### config.mk
export PLATFORM = sky130hd
export DESIGN_NAME = ecc_sec_encoder_flat
export DESIGN_NICKNAME = d
export VERILOG_FILES = /design/src/rtl/ecc_sec_encoder_if.sv /design/src/rtl/ecc_sec_encoder.sv /design/src/flat_wrapper.sv
export SDC_FILE = /design/constraint.sdc
export NUM_CORES = 1
export LEC_CHECK = 0
export ABC_CLOCK_PERIOD_IN_PS = 3800
export CAP_MARGIN = 10
export CORE_MARGIN = 5
export CORE_UTILIZATION = 40
export CTS_CLUSTER_SIZE = 16
export DETAILED_ROUTE_END_ITERATION = 10
export GPL_TIMING_DRIVEN = 0
export PLACE_DENSITY = 0.72
export SLEW_MARGIN = 20
export SYNTH_ARGS = -nofsm -noshare
export SYNTH_HDL_FRONTEND = slang
export SYNTH_SLANG_ARGS = --single-unit
### constraint.sdc
create_clock -name Gclk -period 3.8 [get_ports Gclk]
set_clock_uncertainty 0.15 [all_clocks]
set_input_delay 0.57 -clock Gclk [delete_from_list [all_inputs] [get_ports Gclk]]
set_output_delay 0.57 -clock Gclk [all_outputs]
set_load 0.02 [all_outputs]
### src/rtl/ecc_sec_encoder_if.sv
// Handshake bundle between the SEC encoder and its upstream source / downstream corrector.
// Gerr_inj exists only when ECC_ERRINJ_EN is defined.
interface ecc_sec_encoder_if;
    logic        Gin_valid;
    logic        Gin_ready;
    logic [31:0] Gin_data;
    logic        Gout_valid;
    logic        Gout_ready;
    logic [31:0] Gout_data;
    logic [7:0]  Gout_chk;
    logic        Gout_r;
    logic [15:0] Gword_cnt;
`ifdef ECC_ERRINJ_EN
    logic [5:0]  Gerr_inj;
`endif

    // Encoder side.
    modport master (
`ifdef ECC_ERRINJ_EN
        input  Gerr_inj,
`endif
        input  Gin_valid,
        input  Gin_data,
        input  Gout_ready,
        output Gin_ready,
        output Gout_valid,
        output Gout_data,
        output Gout_chk,
        output Gout_r,
        output Gword_cnt
    );

    // Environment side: upstream source plus downstream corrector.
    modport slave (
`ifdef ECC_ERRINJ_EN
        output Gerr_inj,
`endif
        output Gin_valid,
        output Gin_data,
        output Gout_ready,
        input  Gin_ready,
        input  Gout_valid,
        input  Gout_data,
        input  Gout_chk,
        input  Gout_r,
        input  Gword_cnt
    );
endinterface

### src/rtl/ecc_sec_encoder.sv
// 32-bit SEC check-bit encoder with a two-entry (output + skid) elastic buffer.
// Define ECC_ERRINJ_EN to build in single-bit error injection on stored data.
module ecc_sec_encoder (
    input logic               Gclk,
    input logic               Grst_n,
    ecc_sec_encoder_if.master bus
);
    typedef enum logic [1:0] {StEmpty, StOne, StFull} state_e;

    localparam logic [31:0] ChkMask [8] = '{
        32'h00FF_1111, 32'hFF00_2222, 32'h0F0F_4444, 32'hF0F0_8888,
        32'h1111_00FF, 32'h2222_FF00, 32'h4444_0F0F, 32'h8888_F0F0
    };

    state_e      r_state, w_state_d;
    logic [31:0] r_out_data, r_skid_data, w_out_data_d, w_skid_data_d, w_store_data;
    logic [7:0]  r_out_chk, r_skid_chk, w_out_chk_d, w_skid_chk_d, w_chk;
    logic        r_in_ready;
    logic [15:0] r_word_cnt;
    logic        w_out_valid, w_in_fire, w_out_fire;

    always_comb begin
        w_chk = '0;
        for (int k = 0; k < 8; k++) begin
            w_chk[k] = ^(bus.Gin_data & ChkMask[k]);
        end
    end

    // The flip is applied after encoding so the stored word carries a correctable error.
`ifdef ECC_ERRINJ_EN
    assign w_store_data = bus.Gin_data ^ ({31'b0, bus.Gerr_inj[5]} << bus.Gerr_inj[4:0]);
`else
    assign w_store_data = bus.Gin_data;
`endif

    assign w_out_valid = (r_state != StEmpty);
    assign w_in_fire   = bus.Gin_valid & r_in_ready;
    assign w_out_fire  = w_out_valid & bus.Gout_ready;

    always_comb begin
        w_state_d     = r_state;
        w_out_data_d  = r_out_data;
        w_out_chk_d   = r_out_chk;
        w_skid_data_d = r_skid_data;
        w_skid_chk_d  = r_skid_chk;
        case (r_state)
            StEmpty: begin
                if (w_in_fire) begin
                    w_state_d    = StOne;
                    w_out_data_d = w_store_data;
                    w_out_chk_d  = w_chk;
                end
            end
            StOne: begin
                if (w_in_fire && w_out_fire) begin
                    w_out_data_d = w_store_data;
                    w_out_chk_d  = w_chk;
                end else if (w_in_fire) begin
                    w_state_d     = StFull;
                    w_skid_data_d = w_store_data;
                    w_skid_chk_d  = w_chk;
                end else if (w_out_fire) begin
                    w_state_d = StEmpty;
                end
            end
            StFull: begin
                if (w_out_fire) begin
                    w_state_d    = StOne;
                    w_out_data_d = r_skid_data;
                    w_out_chk_d  = r_skid_chk;
                end
            end
            default: w_state_d = StEmpty;
        endcase
    end

    always_ff @(posedge Gclk or negedge Grst_n) begin
        if (!Grst_n) begin
            r_state     <= StEmpty;
            r_in_ready  <= 1'b0;
            r_out_data  <= '0;
            r_out_chk   <= '0;
            r_skid_data <= '0;
            r_skid_chk  <= '0;
            r_word_cnt  <= '0;
        end else begin
            r_state     <= w_state_d;
            // Registered ready keeps Gout_ready off the upstream timing path.
            r_in_ready  <= (w_state_d != StFull);
            r_out_data  <= w_out_data_d;
            r_out_chk   <= w_out_chk_d;
            r_skid_data <= w_skid_data_d;
            r_skid_chk  <= w_skid_chk_d;
            if (w_in_fire) begin
                r_word_cnt <= r_word_cnt + 16'd1;
            end
        end
    end

    assign bus.Gin_ready  = r_in_ready;
    assign bus.Gout_valid = w_out_valid;
    assign bus.Gout_r     = w_out_valid;
    assign bus.Gout_data  = w_out_valid ? r_out_data : '0;
    assign bus.Gout_chk   = w_out_valid ? r_out_chk : '0;
    assign bus.Gword_cnt  = r_word_cnt;
endmodule

### src/flat_wrapper.sv
// flat-port wrapper written by rule: the top's interface ports become plain ports
module ecc_sec_encoder_flat 
  (Gclk, Grst_n, bus_Gin_valid, bus_Gin_data, bus_Gout_ready, bus_Gin_ready, bus_Gout_valid, bus_Gout_data, bus_Gout_chk, bus_Gout_r, bus_Gword_cnt);
  ecc_sec_encoder_if bus_i ();
  input logic Gclk;
  input logic Grst_n;
  input wire logic [$bits(bus_i.Gin_valid)-1:0] bus_Gin_valid;
  input wire logic [$bits(bus_i.Gin_data)-1:0] bus_Gin_data;
  input wire logic [$bits(bus_i.Gout_ready)-1:0] bus_Gout_ready;
  output wire logic [$bits(bus_i.Gin_ready)-1:0] bus_Gin_ready;
  output wire logic [$bits(bus_i.Gout_valid)-1:0] bus_Gout_valid;
  output wire logic [$bits(bus_i.Gout_data)-1:0] bus_Gout_data;
  output wire logic [$bits(bus_i.Gout_chk)-1:0] bus_Gout_chk;
  output wire logic [$bits(bus_i.Gout_r)-1:0] bus_Gout_r;
  output wire logic [$bits(bus_i.Gword_cnt)-1:0] bus_Gword_cnt;
  assign bus_i.Gin_valid = bus_Gin_valid;
  assign bus_i.Gin_data = bus_Gin_data;
  assign bus_i.Gout_ready = bus_Gout_ready;
  assign bus_Gin_ready = bus_i.Gin_ready;
  assign bus_Gout_valid = bus_i.Gout_valid;
  assign bus_Gout_data = bus_i.Gout_data;
  assign bus_Gout_chk = bus_i.Gout_chk;
  assign bus_Gout_r = bus_i.Gout_r;
  assign bus_Gword_cnt = bus_i.Gword_cnt;
  ecc_sec_encoder u_core (.Gclk(Gclk), .Grst_n(Grst_n), .bus(bus_i));
endmodule
==> out/qor.csv, run 1 <==
metric,value,unit
status,"complete, no violations",
finalCritPeriodShare,86.87,%
antenna_cells,0,
antenna_found_initial,0,
min_period,3.301,ns
cap_violations,0,
core-area,0.01216,mm2
clockBufferDepth,2,
die_y,121.8,um
hold_path.class,in2async,
final_common_cell,dfrtp_1,
postCtsSetupBuffers,0,
totalWireLength,11630,um
cts_tree,done,
worstPathArrival,2.58,ns
cts-root-buf,clkbuf_16,
overflow,0,
grtUsageMet2,26.66,%
p_per_area,733.8,mW/mm2
ys_top_cells_by_area,"dfrtp_1 (50%), xnor2_1 (8.6%), mux2_2 (7.4%)",
seqCellArea,0.002477,mm2
drc_errors,0,
slowest_delay,0.58,ns
drt_iter0_markers,248,
final-hold-violation-count,0,
grt_max_degree,52,
slew_headroom,51.86,%
use_met3,3.853,%
slew_viol_final,0,
rows,40,
reg2reg_depth,6,
rsz0062_at_grt,false,
slowest_stage,nor2_1,
end_kind,output port,
synth_top_area_share,49.51,%
setup_viol,0,
ctsResizeCount,0,
synth_seq_cells,99,
gp_congestion,0.7967,
regToRegEndpoint,u_core.r_out_data[29],
area_delta_synth_final,30.16,%
cp-start-kind,register,
multi_input_area,0.002395,mm2
grt.total_usage,16.28,%
required,3.08,ns
dpl_cell_area,0.006183,mm2
final_cell_count_no_fill,723,
cts_htree_levels,3,
final_cell_mix,"dfrtp_1 (99), clkdlybuf4s50_1 (93), xnor2_1 (49)",
avgSynthCellArea,11.27,um2
path_clk_slew,0.07,ns
finalNetCount,587,
gr-usage-met1,21.35,%
synth_cell_types,33,
viasPerCell,4.876,
reg2reg_from,u_core.bus.Gin_ready,
io_buffers,94,
cts_hold_buf,0,
synth_fp_nets,481,
grt_pass1_wl,19090,um
yosys.area.top_type,dfrtp_1,
numCtsBuffers,9,
fmax,302.9,MHz
worstMarginPinSlew,0.7195,ns
p_leak,2.963,nW
io_pins,95,
post-place-cells,707,
crit_path_cell_trace,nor2_1 -> clkbuf_1 -> inv_1 -> buf_4 -> clkdlybuf4s50_1,
start_util,41.14,%
top_usage_layer,met2,
reg2reg_slack,1.56,ns
wl_per_cell,16.09,um
vias,3525,
clk_latency,0.34,ns
grt_pass1_vias,3715,
ant_nets,0,
fillers,1048,
layout-drive-gt1-share,12.61,%
ys.warnings.count,0,
crit_fanout,10,
die_x,121.8,um
drt-pass1-iter-count,4,
vdd_drop_max,295.7,uV
clock_sinks,99,
synth_area,0.005004,mm2
final_area,0.006513,mm2
ys_seq_area_share,49.51,%
syn_inst,444,
path_class,reg2out,
dp_hpwl,8755,um
die_area,0.01485,mm2
-- cell usage after synthesis, drive strengths merged --
cell	n
dfrtp	99
xnor2	50
nand2	48
nor2b	40
mux2	33
mux2i	32
o21ai	32
buf	15
nor2	14
xor2	13
a21oi	11
nand3	10
a21o	8
a22oi	8
clkbuf	8
xnor3	8
inv	3
nand4	3
and3	2
and2	1
and2b	1
ha	1
nand2b	1
nor3	1
nor4	1
o22ai	1
-- cell type report --
type	count	share of cell area [%]
multi-input cells	319	36.77
repair buffers	95	14.89
clock buffers	12	3.939
plain buffers	23	1.844
clock inverters	4	1.114
inverters	3	0.1729
well taps	168	3.228
flip-flops and latches	99	38.04
-- kinds of logic (layout without fill, tap and decap cells) --
family,Yosys count,in the layout,share of synthesized area (%)
and+or+nand+nor,122,122,12.10
muxes,65,65,13.83
adders and majority gates,1,1,0.2500
xor gates and xnor gates,71,71,14.78
AOI/OAI and AO/OA,60,60,6.902
buffers and inverters,26,137,2.626
DFF,99,99,49.51
-- per-stage QoR --
| step | setup TNS, ns | power, mW | hold slack (ns) | util, % | setup slack (ns) |
|---|---|---|---|---|---|
| 6_report | 0 | 4.779 | 0.01758 | 53.55 | 0.4990 |
| 3_3_place_gp | -149.23 | 3.741 | 0.3026 | 50.61 | -1.513 |
| 4_1_cts | 0 | 4.829 | 0.03350 | 53.55 | 0.4992 |
| 3_5_place_dp | 0 | 3.821 | 0.3081 | 50.84 | 0.8798 |
| 2_1_floorplan | 0 | 2.997 | 0.1244 | - | 1.728 |
| 5_1_grt | 0 | 5.075 | 0.05319 | 53.55 | 0.3764 |
-- routing by layer --
metal  vias to the layer above  wire (um)
li1                       1700          -
met3                        21        641
met5                         -          0
met4                         0        265
met2                        92       5607
met1                      1712       5115
-- state kept, by name, indices dropped and copies added (netlist names) --
signal / cells
u_core.r_out_data: 32
u_core.r_skid_data: 32
u_core.bus.Gword_cnt: 16
u_core.r_out_chk: 8
u_core.r_skid_chk: 8
u_core.r_state: 2
u_core.bus.Gin_ready: 1
-- worst max-delay path: cells and delay by family (launching register included) --
family	cells	cell delay, ns
DFF	1	0.42
and+or+nand+nor	1	0.58
buffers and inverters	4	1.24
-- how the worst max path moves through the flow --
stage,cells past startpoint,startpoint,to
after floorplan,7,bus_Gin_valid,u_core.r_skid_data[27]
after global placement,1,Grst_n,u_core.bus.Gword_cnt[9]
after detailed placement,5,u_core.r_state[1],bus_Gout_valid
after CTS,5,u_core.r_state[1],bus_Gout_valid
after global routing,5,u_core.r_state[0],bus_Gout_valid
final,5,u_core.r_state[1],bus_Gout_valid
-- report_power, final --
part	switching, mW	total, mW	internal (mW)
clock	0.382	0.994	0.612
combinational	0.993	2.01	1.02
sequential	0.261	1.78	1.52
No activity file was read; power rests on OpenSTA's default activity.
==> inputs of run 2 (changes only) <==
--- a/config.mk
+++ b/config.mk
@@ -9,7 +9,6 @@
 export CAP_MARGIN = 10
 export CORE_MARGIN = 5
 export CORE_UTILIZATION = 40
-export CTS_CLUSTER_SIZE = 16
 export DETAILED_ROUTE_END_ITERATION = 10
 export GPL_TIMING_DRIVEN = 0
 export PLACE_DENSITY = 0.72
==> results of run 2 <==
The final DEF is identical to that of run 1; final timing and power are the same.
==> inputs of run 3 (changes only) <==
--- a/config.mk
+++ b/config.mk
@@ -8,10 +8,10 @@
 export ABC_CLOCK_PERIOD_IN_PS = 3800
 export CAP_MARGIN = 10
 export CORE_MARGIN = 5
-export CORE_UTILIZATION = 40
+export CORE_UTILIZATION = 32
 export DETAILED_ROUTE_END_ITERATION = 10
 export GPL_TIMING_DRIVEN = 0
-export PLACE_DENSITY = 0.72
+export PLACE_DENSITY = 0.62
 export SLEW_MARGIN = 20
 export SYNTH_ARGS = -nofsm -noshare
 export SYNTH_HDL_FRONTEND = slang
==> out/qor.csv, run 3 (synthesized netlist as in run 1, its figures left out) <==
metric,value,unit
grt_max_degree,54,
grt_pass1_wl,19550,um
finalCritPeriodShare,84.37,%
cts_tree,done,
met1_length,5299,um
final_cell_mix,"dfrtp_1 (99), clkdlybuf4s50_1 (93), xnor2_1 (49)",
slew_headroom,55.17,%
rsz0062_at_grt,false,
finalSetupTns,0,ns
clk_latency,0.35,ns
ant_nets,0,
worstMarginPinSlew,0.6664,ns
hold_path.class,in2async,
die_x,135.0,um
path_delay_family,buffers and inverters,
cp.depth,4,
setup_viol,0,
path_clk_slew,0.07,ns
crit_fanout,10,
cap_violations,0,
min_period,3.206,ns
antenna_found_initial,0,
finalNetCount,587,
drt_iter0_markers,178,
start_util,32.79,%
crit_path_cell_trace,nor2_1 -> clkbuf_1 -> nor2b_1 -> clkdlybuf4s50_1,
drc_errors,0,
area_delta_synth_final,30.56,%
viasPerCell,4.612,
route.met3.wl,732,um
reg2reg_from,u_core.bus.Gin_ready,
ctsResizeCount,0,
postCtsSetupBuffers,0,
clockBufferDepth,2,
violations,negative hold slack,
post-place-cells,750,
clock_sinks,99,
status,"complete, but fails checks",
final-hold-violation-count,4,
slowest_stage,clkdlybuf4s50_1,
total_power,4.702,mW
gp_congestion,0.7992,
cts-root-buf,clkbuf_16,
io_buffers,94,
slew_viol_final,0,
slowest_delay,0.60,ns
core-area,0.01526,mm2
overflow,0,
end_kind,output port,
topRoutingLayerUsed,met4,
cts_hold_buf,0,
cp-start-kind,register,
hold-worst-slack,-0.005099,ns
drt-pass1-iter-count,4,
worstPathArrival,2.49,ns
reg2reg_slack,1.59,ns
totalWireLength,12040,um
p_leak,2.951,nW
grt.total_usage,13.59,%
antenna_cells,0,
numCtsBuffers,9,
routed-wl-met2,5809,um
die_area,0.01824,mm2
vdd_drop_max,423.5,uV
layout-drive-gt1-share,12.43,%
die_y,135.0,um
path_class,reg2out,
grt_pass1_vias,3756,
cts_htree_levels,3,
fmax,311.9,MHz
final_common_cell,dfrtp_1,
p_per_area,719.9,mW/mm2
final_util,42.81,%
wl_per_cell,15.72,um
regToRegEndpoint,u_core.r_out_data[30],
dp_hpwl,9046,um
io_pins,95,
cp_num_buf_inv,2,
vias,3533,
required,3.08,ns
rows,45,
final_cell_count_no_fill,766,
reg2reg_depth,6,
run 3: layer usage:
layer | vias to the layer above | track usage, %
met3 | 15 | 4.173
met5 | - | 0
met2 | 81 | 22.79
met4 | 0 | 4.479
met1 | 1732 | 16.75
li1 | 1705 | -
run 3: worst max path at each step:
stage | startpoint | slack [ns] | endpoint
after floorplan | bus_Gin_valid | 1.73 | u_core.r_skid_data[27]
after global placement | Grst_n | -1.66 | u_core.r_out_data[7]
after detailed placement | bus_Gin_valid | 0.92 | u_core.r_out_data[27]
after CTS | u_core.r_state[1] | 0.56 | bus_Gout_valid
after global routing | u_core.r_state[0] | 0.41 | bus_Gout_valid
final | u_core.r_state[0] | 0.59 | bus_Gout_chk[0]
run 3: worst reg2reg max path, delay by kind of cell (launching register included):
kind | cells | cell delay (ns)
buffers and inverters | 2 | 0.63
AOI/OAI and AO/OA | 2 | 0.58
DFF | 1 | 0.37
and+or+nand+nor | 2 | 0.33
run 3: area by class of cell:
type / count / area [um2]
Fill cell: 1481 / 8726
Sequential cell: 99 / 2477
Clock inverter: 4 / 48.80
Timing Repair Buffer: 95 / 969.7
Multi-Input combinational cell: 319 / 2395
Buffer: 23 / 120.1
Tap cell: 211 / 264.0
Inverter: 3 / 11.26
Clock buffer: 12 / 246.5
run 3: per-stage QoR:
stage          instance area [um2]  worst slack (ns)
6_report                      6533            0.5939
5_1_grt                       6533            0.4137
4_1_cts                       6533            0.5641
3_5_place_dp                  6237            0.9247
3_3_place_gp                  6208            -1.665
2_1_floorplan                 5004             1.728
run 3: power breakdown:
part           total [mW]  switching, mW  leakage [nW]  internal, mW
registers            1.77          0.257          1.21          1.51
logic                2.00          0.982          1.60          1.01
clock network       0.934          0.404         0.147         0.530
total                4.70           1.64          2.95          3.06
